==> src/rtl/score_tracker.sv <==
// Score, pill counter and double-dabble BCD display driver for the maze game.
// Optional high-score tracking and display select: define HIGH_SCORE_EN.
module score_tracker #(
  parameter int         CNT_W       = 14,
  parameter int         DIGITS      = 4,
  parameter logic [3:0] PILL_CODE   = 4'b0010,
  parameter logic [3:0] POWER_CODE  = 4'b0100,
  parameter logic [3:0] GHOST_CODE  = 4'b1000,
  parameter int         PILL_PTS    = 1,
  parameter int         POWER_PTS   = 5,
  parameter int         GHOST_PTS   = 20,
  parameter int         TOTAL_PILLS = 300
) (
  input  logic                  CLOCK_50,
  input  logic                  reset,
  input  logic                  clear,
  input  logic [3:0]            collision_type,
`ifdef HIGH_SCORE_EN
  input  logic                  show_high,
  output logic [CNT_W-1:0]      high_score,
`endif
  output logic [CNT_W-1:0]      score,
  output logic [9:0]            pill_count,
  output logic                  level_done,
  output logic                  bcd_valid,
  output logic [7*DIGITS-1:0]   hex
);

  localparam int               SCORE_MAX   = 10**DIGITS - 1;
  localparam int               BCD_W       = 4 * DIGITS;
  localparam int               SR_W        = BCD_W + CNT_W;
  localparam int               SC_W        = $clog2(CNT_W + 1);
  localparam logic [31:0]      SCORE_MAX_W = 32'(SCORE_MAX);
  localparam logic [CNT_W-1:0] SCORE_MAX_C = CNT_W'(SCORE_MAX);
  localparam logic [9:0]       TOTAL_C     = 10'(TOTAL_PILLS);
  localparam logic [SC_W-1:0]  LAST_SHIFT  = SC_W'(CNT_W - 1);

  typedef enum logic [1:0] {IDLE, LOAD, SHIFT, DONE} bcd_state_t;

  logic [CNT_W-1:0] score_q, score_d;
  logic [9:0]       pill_count_q, pill_count_d;
  logic             level_done_q, level_done_d;
  logic [3:0]       prev_code_q;
  logic [CNT_W-1:0] src_q, src_d;
  bcd_state_t       state_q, state_d;
  logic             pending_q, pending_d;
  logic [SR_W-1:0]  sr_q, sr_d;
  logic [SC_W-1:0]  sc_q, sc_d;
  logic [BCD_W-1:0] digit_q, digit_d;
  logic             bcd_valid_q, bcd_valid_d;
  logic [SR_W-1:0]  adj;
  logic [31:0]      pts_w, sum_w;
  logic             new_code, level_full, toggle, change;

`ifdef HIGH_SCORE_EN
  logic [CNT_W-1:0] high_q, high_d;
  logic             show_q;
`endif

  function automatic logic [6:0] seg7(input logic [3:0] d);
    case (d)
      4'h0: seg7 = 7'b1000000;
      4'h1: seg7 = 7'b1111001;
      4'h2: seg7 = 7'b0100100;
      4'h3: seg7 = 7'b0110000;
      4'h4: seg7 = 7'b0011001;
      4'h5: seg7 = 7'b0010010;
      4'h6: seg7 = 7'b0000010;
      4'h7: seg7 = 7'b1111000;
      4'h8: seg7 = 7'b0000000;
      4'h9: seg7 = 7'b0010000;
      4'hA: seg7 = 7'b0001000;
      4'hB: seg7 = 7'b0000011;
      4'hC: seg7 = 7'b1000110;
      4'hD: seg7 = 7'b0100001;
      4'hE: seg7 = 7'b0000110;
      default: seg7 = 7'b0001110;
    endcase
  endfunction

  // Scoring: an event is a matching code that was not present last cycle.
  always_comb begin
    new_code     = (collision_type != prev_code_q);
    level_full   = (pill_count_q >= TOTAL_C);
    pts_w        = '0;
    pill_count_d = pill_count_q;
    if (new_code) begin
      if (collision_type == PILL_CODE) begin
        if (!level_full) begin
          pts_w        = 32'(PILL_PTS);
          pill_count_d = pill_count_q + 10'd1;
        end
      end else if (collision_type == POWER_CODE) begin
        if (!level_full) begin
          pts_w        = 32'(POWER_PTS);
          pill_count_d = pill_count_q + 10'd1;
        end
      end else if (collision_type == GHOST_CODE) begin
        pts_w = 32'(GHOST_PTS);
      end
    end
    sum_w   = 32'(score_q) + pts_w;
    score_d = (sum_w > SCORE_MAX_W) ? SCORE_MAX_C : sum_w[CNT_W-1:0];
    if (clear) begin
      score_d      = '0;
      pill_count_d = '0;
    end
    level_done_d = (pill_count_d == TOTAL_C);
  end

  // Display source selection and change detection.
  always_comb begin
`ifdef HIGH_SCORE_EN
    high_d = (score_q > high_q) ? score_q : high_q;
    src_d  = show_high ? high_d : score_d;
    toggle = (show_high != show_q);
`else
    src_d  = score_d;
    toggle = 1'b0;
`endif
    change = (src_d != src_q) || toggle || clear;
  end

  // Add-3 correction on every BCD nibble before each shift.
  generate
    for (genvar gi = 0; gi < DIGITS; gi++) begin : g_add3
      localparam int LSB = CNT_W + 4 * gi;
      assign adj[LSB+3:LSB] = (sr_q[LSB+3:LSB] >= 4'd5) ? sr_q[LSB+3:LSB] + 4'd3
                                                         : sr_q[LSB+3:LSB];
    end
  endgenerate
  assign adj[CNT_W-1:0] = sr_q[CNT_W-1:0];

  always_comb begin
    state_d   = state_q;
    pending_d = pending_q;
    sr_d      = sr_q;
    sc_d      = sc_q;
    digit_d   = digit_q;
    case (state_q)
      IDLE: begin
        if (change) state_d = LOAD;
      end
      LOAD: begin
        sr_d      = {{BCD_W{1'b0}}, src_q};
        sc_d      = '0;
        state_d   = SHIFT;
        pending_d = change;
      end
      SHIFT: begin
        sr_d = adj << 1;
        sc_d = sc_q + 1'b1;
        if (sc_q == LAST_SHIFT) state_d = DONE;
        if (change) pending_d = 1'b1;
      end
      default: begin
        digit_d = sr_q[SR_W-1 -: BCD_W];
        if (pending_q || change) begin
          state_d   = LOAD;
          pending_d = 1'b0;
        end else begin
          state_d = IDLE;
        end
      end
    endcase
    // A new game abandons any conversion in flight and starts over on the new source.
    if (clear) begin
      state_d   = LOAD;
      pending_d = 1'b0;
    end
    bcd_valid_d = (state_d == IDLE) && !pending_d;
  end

  always_ff @(posedge CLOCK_50 or negedge reset) begin
    if (!reset) begin
      score_q      <= '0;
      pill_count_q <= '0;
      level_done_q <= 1'b0;
      prev_code_q  <= '0;
      src_q        <= '0;
      state_q      <= IDLE;
      pending_q    <= 1'b0;
      sr_q         <= '0;
      sc_q         <= '0;
      digit_q      <= '0;
      bcd_valid_q  <= 1'b1;
`ifdef HIGH_SCORE_EN
      high_q       <= '0;
      show_q       <= 1'b0;
`endif
    end else begin
      score_q      <= score_d;
      pill_count_q <= pill_count_d;
      level_done_q <= level_done_d;
      prev_code_q  <= collision_type;
      src_q        <= src_d;
      state_q      <= state_d;
      pending_q    <= pending_d;
      sr_q         <= sr_d;
      sc_q         <= sc_d;
      digit_q      <= digit_d;
      bcd_valid_q  <= bcd_valid_d;
`ifdef HIGH_SCORE_EN
      high_q       <= high_d;
      show_q       <= show_high;
`endif
    end
  end

  generate
    for (genvar gi = 0; gi < DIGITS; gi++) begin : g_hex
      assign hex[7*gi +: 7] = seg7(digit_q[4*gi +: 4]);
    end
  endgenerate

  assign score      = score_q;
  assign pill_count = pill_count_q;
  assign level_done = level_done_q;
  assign bcd_valid  = bcd_valid_q;
`ifdef HIGH_SCORE_EN
  assign high_score = high_q;
`endif

endmodule

==> config.mk <==
export PLATFORM = sky130hd
export DESIGN_NAME = score_tracker
export DESIGN_NICKNAME = d
export VERILOG_FILES = /design/src/rtl/score_tracker.sv
export SDC_FILE = /design/constraint.sdc
export NUM_CORES = 1
export LEC_CHECK = 0
export CORE_ASPECT_RATIO = 1.1
export CORE_MARGIN = 2
export CORE_UTILIZATION = 39
export CTS_CLUSTER_DIAMETER = 200
export CTS_CLUSTER_SIZE = 10
export DETAILED_ROUTE_END_ITERATION = 12
export RECOVER_POWER = 100
export SLEW_MARGIN = 25
export SYNTH_ARGS = -nofsm -noshare
export SYNTH_HDL_FRONTEND = slang
export SYNTH_SLANG_ARGS = --single-unit
==> constraint.sdc <==
create_clock -name CLOCK_50 -period 5.3 [get_ports CLOCK_50]
set_clock_uncertainty 0.2 [all_clocks]
set_input_delay 1.59 -clock CLOCK_50 [delete_from_list [all_inputs] [get_ports CLOCK_50]]
set_output_delay 1.59 -clock CLOCK_50 [all_outputs]
set_load 0.01 [all_outputs]
==> results_dict.tcl <==
set metrics [dict create \
    critical_path.reg2reg.endpoint "bcd_valid" \
    slew_worst_pin_ns 2.84 \
    clock.fmax_mhz 187 \
    first_global_vias 4722 \
    first_pass_iters 4 \
    residual_drc 0 \
    cts_num_sinks 83 \
    crit_path_max_fanout 7 \
    viasPerCell 5.38 \
    num_antenna_cells 0 \
    setup_viol_count_final 1 \
    fin_ws_ns -0.0506 \
    portBuffers 60 \
    hpwl_um 9320 \
    synth-edff-count 0 \
    finalCriticalPeriod_ns 5.35 \
    failed_checks "max-capacitance violations, max-slew violations, negative setup slack" \
    fill_cells 1322 \
    rsz0062_at_grt "true" \
    ys_seq_area_frac 0.373 \
    worstSetupStartpoint "collision_type[0]" \
    tritoncts "yes" \
    worst_ep_required_time_ns 5.35 \
    final.setup.tns_ns -0.0506 \
    vdd_drop_max_v 0.000222 \
    critPathLaunchType "primary input" \
    grt.total_usage 0.177 \
    via_count 4740 \
    gp_congestion 0.853 \
    syn_area_per_cell_um2 9.24 \
    drv_slew 54 \
    root_buffer "sky130_fd_sc_hd__clkbuf_16" \
    mappedNetlistNets 655 \
    drt-total-wl_um 13100 \
    floorplan.initialDensity 0.401 \
    syn_inst 603 \
    floorplan.core_area_um2 13900 \
    nets 740 \
    design.portCount 61 \
    synth.ff_latch_count 83 \
    global_route_wire_length_before_repair_um 22300 \
    grt_max_degree 57 \
    antenna_violations_before_repair 0 \
    worst_ep_arrival_time_ns 5.40 \
    number_of_rows_in_the_core_area 45 \
    share_of_post_route_cells_with_drive_strength_above_1 0.177 \
    hold_path_class "flop to flop" \
    endpoint "bcd_valid" \
    final_util 0.523 \
    maxSlewHeadroom -0.892 \
    critical_path.reg2reg.startpoint "pill_count[4]" \
    dominantRegCellSynth "sky130_fd_sc_hd__dfrtp_1" \
    numCtsBuffers 9 \
    ff2ff_path_depth 18 \
    initialDrtViolationCount 234 \
    ys_types 65 \
    cellLeakagePower_nw 2.97 \
    avgRoutedWirePerCell_um 14.9 \
    final.period_utilization 1.01 \
    worstSkewPairLatency_ns 0.34 \
    rrSetupSlack_ns 0.87 \
    die_w_um 118 \
    synthesis.yosys.warnings 0 \
    report.final.hold_viol_count 0 \
    clk_path_buf_depth 2 \
    die_area_um2 15300 \
    timing_worst_setup_path_type "primary input to flop" \
    layout.area.seq_um2 2080 \
    cp-end-kind "flop" \
    power-per-cell-area_nw_per_um2 284 \
    async_flop_share 1.00 \
    status "finished, violations left" \
    ant_nets 0 \
    areaGrowthSynthToFinish_pct 30.4 \
    multi_input_comb_area_um2 3500 \
    clk_pin_slew_worst_paths_ns 0.06 \
    htree_levels 3 \
    mappedNetlistArea_um2 5570 \
    grt-ovfl-total 0 \
    maximum_capacitance_violations 1 \
    chipHeight_um 129 \
]
area by class of cell:
type,instances,area share
clock inverter,6,0.0124
multi-input combinational,443,0.482
inverter,45,0.0232
timing repair buffer,106,0.133
sequential,83,0.286
tap,188,0.0324
clock buffer,10,0.0315
through the flow:
step	hold slack (ns)	instances	setup slack, ns	power [mW]	area [um^2]
final	0.309	881	-0.0506	2.07	7270
after global routing	0.327	881	-0.169	2.20	7270
after CTS	0.313	880	0.0168	2.08	7110
after detailed placement	0.297	857	-0.762	1.38	6640
after global placement	0.284	857	-0.568	1.36	6640
after floorplan	0.254	603	0.00611	1.21	5660
timing repair:
item	in CTS	in global routing
hold endpoints to repair	0	0
setup buffers	7	2
cloned	0	0
resized for setup	21	33
endpoints found under the setup margin	3	3
pin swaps	19	21
hold buffers	0	0
routing by layer:
metal  share of wire  vias up  GRT usage
met4           0.017        0     0.0751
li1                -     2314          -
met5               0        -          0
met1            0.45     2293      0.217
met3           0.030       20     0.0233
met2            0.50      113      0.315
critical path: stages:
cell	delay (ns)
sky130_fd_sc_hd__clkdlybuf4s50_1	0.42
sky130_fd_sc_hd__or3_1	0.39
sky130_fd_sc_hd__buf_4	0.15
sky130_fd_sc_hd__nor2_1	0.15
sky130_fd_sc_hd__ha_1	0.31
sky130_fd_sc_hd__nor2b_1	0.20
sky130_fd_sc_hd__a221oi_4	0.38
sky130_fd_sc_hd__o211ai_1	0.15
sky130_fd_sc_hd__o31a_1	0.23
sky130_fd_sc_hd__buf_6	0.17
sky130_fd_sc_hd__a311oi_4	0.34
sky130_fd_sc_hd__xnor2_2	0.13
sky130_fd_sc_hd__nor4_4	0.23
sky130_fd_sc_hd__buf_6	0.15
sky130_fd_sc_hd__a41oi_2	0.13
sky130_fd_sc_hd__a211oi_2	0.27
synthesized netlist by cell type (15+ instances only):
cell,count,area share
sky130_fd_sc_hd__dfrtp_1,82,0.37
sky130_fd_sc_hd__mux2i_1,29,0.052
sky130_fd_sc_hd__nor2_1,59,0.040
sky130_fd_sc_hd__nand2_1,30,0.020
sky130_fd_sc_hd__nor3_1,15,0.013
sky130_fd_sc_hd__ha_1,45,0.10
sky130_fd_sc_hd__o21ai_0,31,0.028
sky130_fd_sc_hd__nor2b_1,15,0.017
sky130_fd_sc_hd__clkbuf_1,22,0.015
sky130_fd_sc_hd__inv_1,43,0.029
sky130_fd_sc_hd__a21oi_1,36,0.032
sky130_fd_sc_hd__o22ai_1,16,0.018
sequential cells by signal, summed over array words and instances, names as in the netlist:
name and cells:
pill_count 10, sc_q 4, state_q 2, pending_q 1, src_q 14, sr_q 30, digit_q 16, prev_code_q 4
level_done 1, bcd_valid 1
cell families (layout without fill, tap and decap cells):
group,Yosys count,in the layout,share of synthesized area
simple gates,180,180,0.168
compound gates,150,150,0.177
flops,83,83,0.373
buf+inv,77,167,0.0548
fa+ha+maj,45,45,0.101
mux,41,41,0.0844
xor+xnor,27,27,0.0424
power by group:
part	internal (mW)	switching, mW	leakage (nW)
clock network	0.413	0.254	0.153
logic	0.247	0.377	1.70
registers	0.717	0.0604	1.12
cell usage in the layout, fill, tap and decap left out, types with 4 or more instances in the layout:
cell                              count
sky130_fd_sc_hd__buf_4               39
sky130_fd_sc_hd__buf_6                7
sky130_fd_sc_hd__nand2_1             28
sky130_fd_sc_hd__o211ai_1             4
sky130_fd_sc_hd__and3_1               4
sky130_fd_sc_hd__dfrtp_1             82
sky130_fd_sc_hd__a31oi_1              6
sky130_fd_sc_hd__nand2b_1             9
sky130_fd_sc_hd__nor3_1              13
sky130_fd_sc_hd__a22o_1               7
sky130_fd_sc_hd__xor2_1              11
sky130_fd_sc_hd__nor2b_1             15
sky130_fd_sc_hd__xnor2_1             13
sky130_fd_sc_hd__mux4_2               4
sky130_fd_sc_hd__o21ai_0             31
sky130_fd_sc_hd__nand4_1              5
sky130_fd_sc_hd__nor2_1              58
sky130_fd_sc_hd__o22ai_1             16
sky130_fd_sc_hd__mux2i_1             26
sky130_fd_sc_hd__mux2_2               8
sky130_fd_sc_hd__nand3_1             13
sky130_fd_sc_hd__a21o_1               5
sky130_fd_sc_hd__inv_1               43
sky130_fd_sc_hd__clkbuf_16            9
sky130_fd_sc_hd__o31ai_1              4
sky130_fd_sc_hd__a21oi_1             34
sky130_fd_sc_hd__clkdlybuf4s50_1     56
sky130_fd_sc_hd__ha_1                42
worst min path at each step:
stage | endpoint | cells past startpoint | start
2_1_floorplan | sr_q[29] | 2 | sr_q[29]
5_1_grt | sr_q[29] | 2 | sr_q[29]
3_3_place_gp | sr_q[29] | 2 | sr_q[29]
6_report | sr_q[29] | 2 | sr_q[29]
4_1_cts | sr_q[29] | 2 | sr_q[29]
3_5_place_dp | sr_q[29] | 2 | sr_q[29]
No activity file was read; power rests on OpenSTA's default activity.
==> RTL change, RTL diff (same settings) <==
The parameter `DIGITS` goes from 4 to 6.
--- a/src/rtl/score_tracker.sv
+++ b/src/rtl/score_tracker.sv
@@ -4,3 +4,3 @@
   parameter int         CNT_W       = 14,
-  parameter int         DIGITS      = 4,
+  parameter int         DIGITS      = 6,
   parameter logic [3:0] PILL_CODE   = 4'b0010,
Interface: changed (resized hex); port bits go from 61 to 75. No check against the original RTL was run, so the function may have changed too.
==> RTL change against the unedited design <==
  * Wire length rose by 1.4%
  * Final area rose by 3.8%
  * Power barely moved
  * The flow finishes with violations (capacitance limit, slew limit)
  * Hold slack improved by 0.013 ns
  * Synthesized cell count rose by 13%
  * Cell count rose by 7.6%
  * Worst setup slack improved by 0.87 ns
  * Sequential cell count rose by 16
  * Area after synthesis rose by 14%
==> RTL change: results (changes against the unedited design) <==
{
  "run_status": {
    "run_status": "finished with violations",
    "violations": "capacitance limit, slew limit"
  },
  "global_route": {
    "first_global_vias": {"value": 4875, "change": "+3.2%"},
    "grtUsageMet1": {"value": 19.5, "unit": "%", "change": "-2.3 points"},
    "grtUsageMet2": {"value": 27.2, "unit": "%", "change": "-4.3 points"},
    "wire_length_of_the_first_global_routing_pass": {"value": 22900, "unit": "um", "change": "+2.6%"},
    "grt_max_degree": {"value": 69, "change": "+21%"}
  },
  "synth": {
    "synth-seq-cells": {"value": 99, "change": "+19%"},
    "synthCells": {"value": 680, "change": "+13%"},
    "yosysSeqAreaShare": {"value": 38.9, "unit": "%", "change": "+1.6 points"},
    "synth_top_cells_by_count": "98 x sky130_fd_sc_hd__dfrtp_1, 76 x sky130_fd_sc_hd__nor2_1, 61 x sky130_fd_sc_hd__ha_1",
    "post_synth_main_area_contributors": "sky130_fd_sc_hd__dfrtp_1 38%, sky130_fd_sc_hd__ha_1 12%, sky130_fd_sc_hd__mux2i_1 5.2%",
    "netlist-cell-type-count": {"value": 53, "change": "-18%"},
    "syn_nets": {"value": 748, "change": "+14%"}
  },
  "drt": {
    "detail_route.wl_per_cell": {"value": 14.0, "unit": "um", "change": "-5.8%"},
    "first_iter_violations": {"value": 175, "change": "-25%"}
  },
  "placed_design": {
    "buffer_ports.inserted": {"value": 74, "change": "+23%"},
    "detailed_place.area": {"value": 7300, "unit": "um^2", "change": "+9.9%"},
    "pre_cts_ws": {"value": 0.644, "unit": "ns", "change": "+1.41 ns"},
    "placedCellCount": {"value": 933, "change": "+8.9%"}
  },
  "final_layout": {
    "final_design_area_no_fill": {"value": 7540, "unit": "um^2", "change": "+3.8%"},
    "layout.non_clock_inverters": {"value": 55, "change": "+22%"},
    "final-clk-cell-share": {"value": 3.65, "unit": "%", "change": "-0.74 points"},
    "area.sequential": {"value": 2480, "unit": "um^2", "change": "+19%"},
    "reg_top3": "sr_q (38), digit_q (24), src_q (14)"
  },
  "setup_path": {
    "worst-r2r-cell-count": {"value": 6, "change": "-12"},
    "setup.reg_to_reg.worst_slack": {"value": 1.69, "unit": "ns", "change": "+0.82 ns"},
    "timing.critical_path.slowest_stage_cell": "sky130_fd_sc_hd__dlygate4sd3_1",
    "crit_arrival": {"value": 4.52, "unit": "ns", "change": "-0.88 ns"}
  },
  "job": {
    "maxCapViolations": {"value": 4, "change": "+3"}
  },
  "worst_hold_path": {
    "timing.hold.worst.start": "sr_q[13]$_DFFE_PN0P_",
    "holdPathEnd": "sr_q[14]$_DFFE_PN0P_"
  },
  "timing": {
    "slew_viol_final": {"value": 209, "change": "+290%"},
    "setup_total_negative_slack": {"value": 0, "unit": "ns", "change": "+0.0506 ns"}
  },
  "power_and_ir_drop": {
    "irDropWorstVdd": {"value": 0.205, "unit": "mV", "change": "-7.6%"}
  },
  "clock_tree": {
    "cts_repair_resize_count": {"value": 0, "change": "-100%"},
    "postCtsSetupBuffers": {"value": 0, "change": "-7"}
  }
}
==> RTL change: worst max path at each step <==
stage                            startpoint                 endpoint  slack, ns  depth (start not counted)
after floorplan           collision_type[1]      bcd_valid$_DFF_PN1_       1.34                         11
after global placement    collision_type[3]      bcd_valid$_DFF_PN1_       0.72                         11
after detailed placement  collision_type[3]      bcd_valid$_DFF_PN1_       0.64                         11
after CTS                 collision_type[3]      bcd_valid$_DFF_PN1_       1.01                         11
after global routing                  reset  digit_q[17]$_DFFE_PN0P_       0.40                          2
final                     collision_type[1]      bcd_valid$_DFF_PN1_       0.82                         11
==> RTL change: metal layers <==
layer | up-vias | part of all wire, %
met1 | 2447 | 45
li1 | 2495 | -
met4 | 0 | 1.0
met3 | 11 | 2.7
met2 | 71 | 51
met5 | - | 0
==> RTL change: cells by family after synthesis <==
family | Yosys count | synth area share (%)
adders and majority gates | 61 | 12.0
DFF | 99 | 38.9
xor gates and xnor gates | 34 | 4.67
muxes | 52 | 9.59
AOI/OAI and AO/OA | 158 | 15.4
buffers and inverters | 86 | 5.10
and+or+nand+nor | 190 | 14.5
==> RTL change: worst register-to-register path, cell delays in order, from the launching register on <==
cell and delay (ns):
sky130_fd_sc_hd__dfrtp_1 0.39, sky130_fd_sc_hd__inv_1 0.11, sky130_fd_sc_hd__ha_2 0.33, sky130_fd_sc_hd__clkbuf_1 1.84, sky130_fd_sc_hd__and3_1 0.41, sky130_fd_sc_hd__o21ai_0 0.10, sky130_fd_sc_hd__o21ai_0 0.12
==> RTL change: where the power goes <==
part	switching (mW)	leakage [nW]	internal (mW)
Combinational	0.365	1.85	0.197
Sequential	0.0521	1.34	0.838
Clock	0.286	0.139	0.331
Total	0.703	3.34	1.37
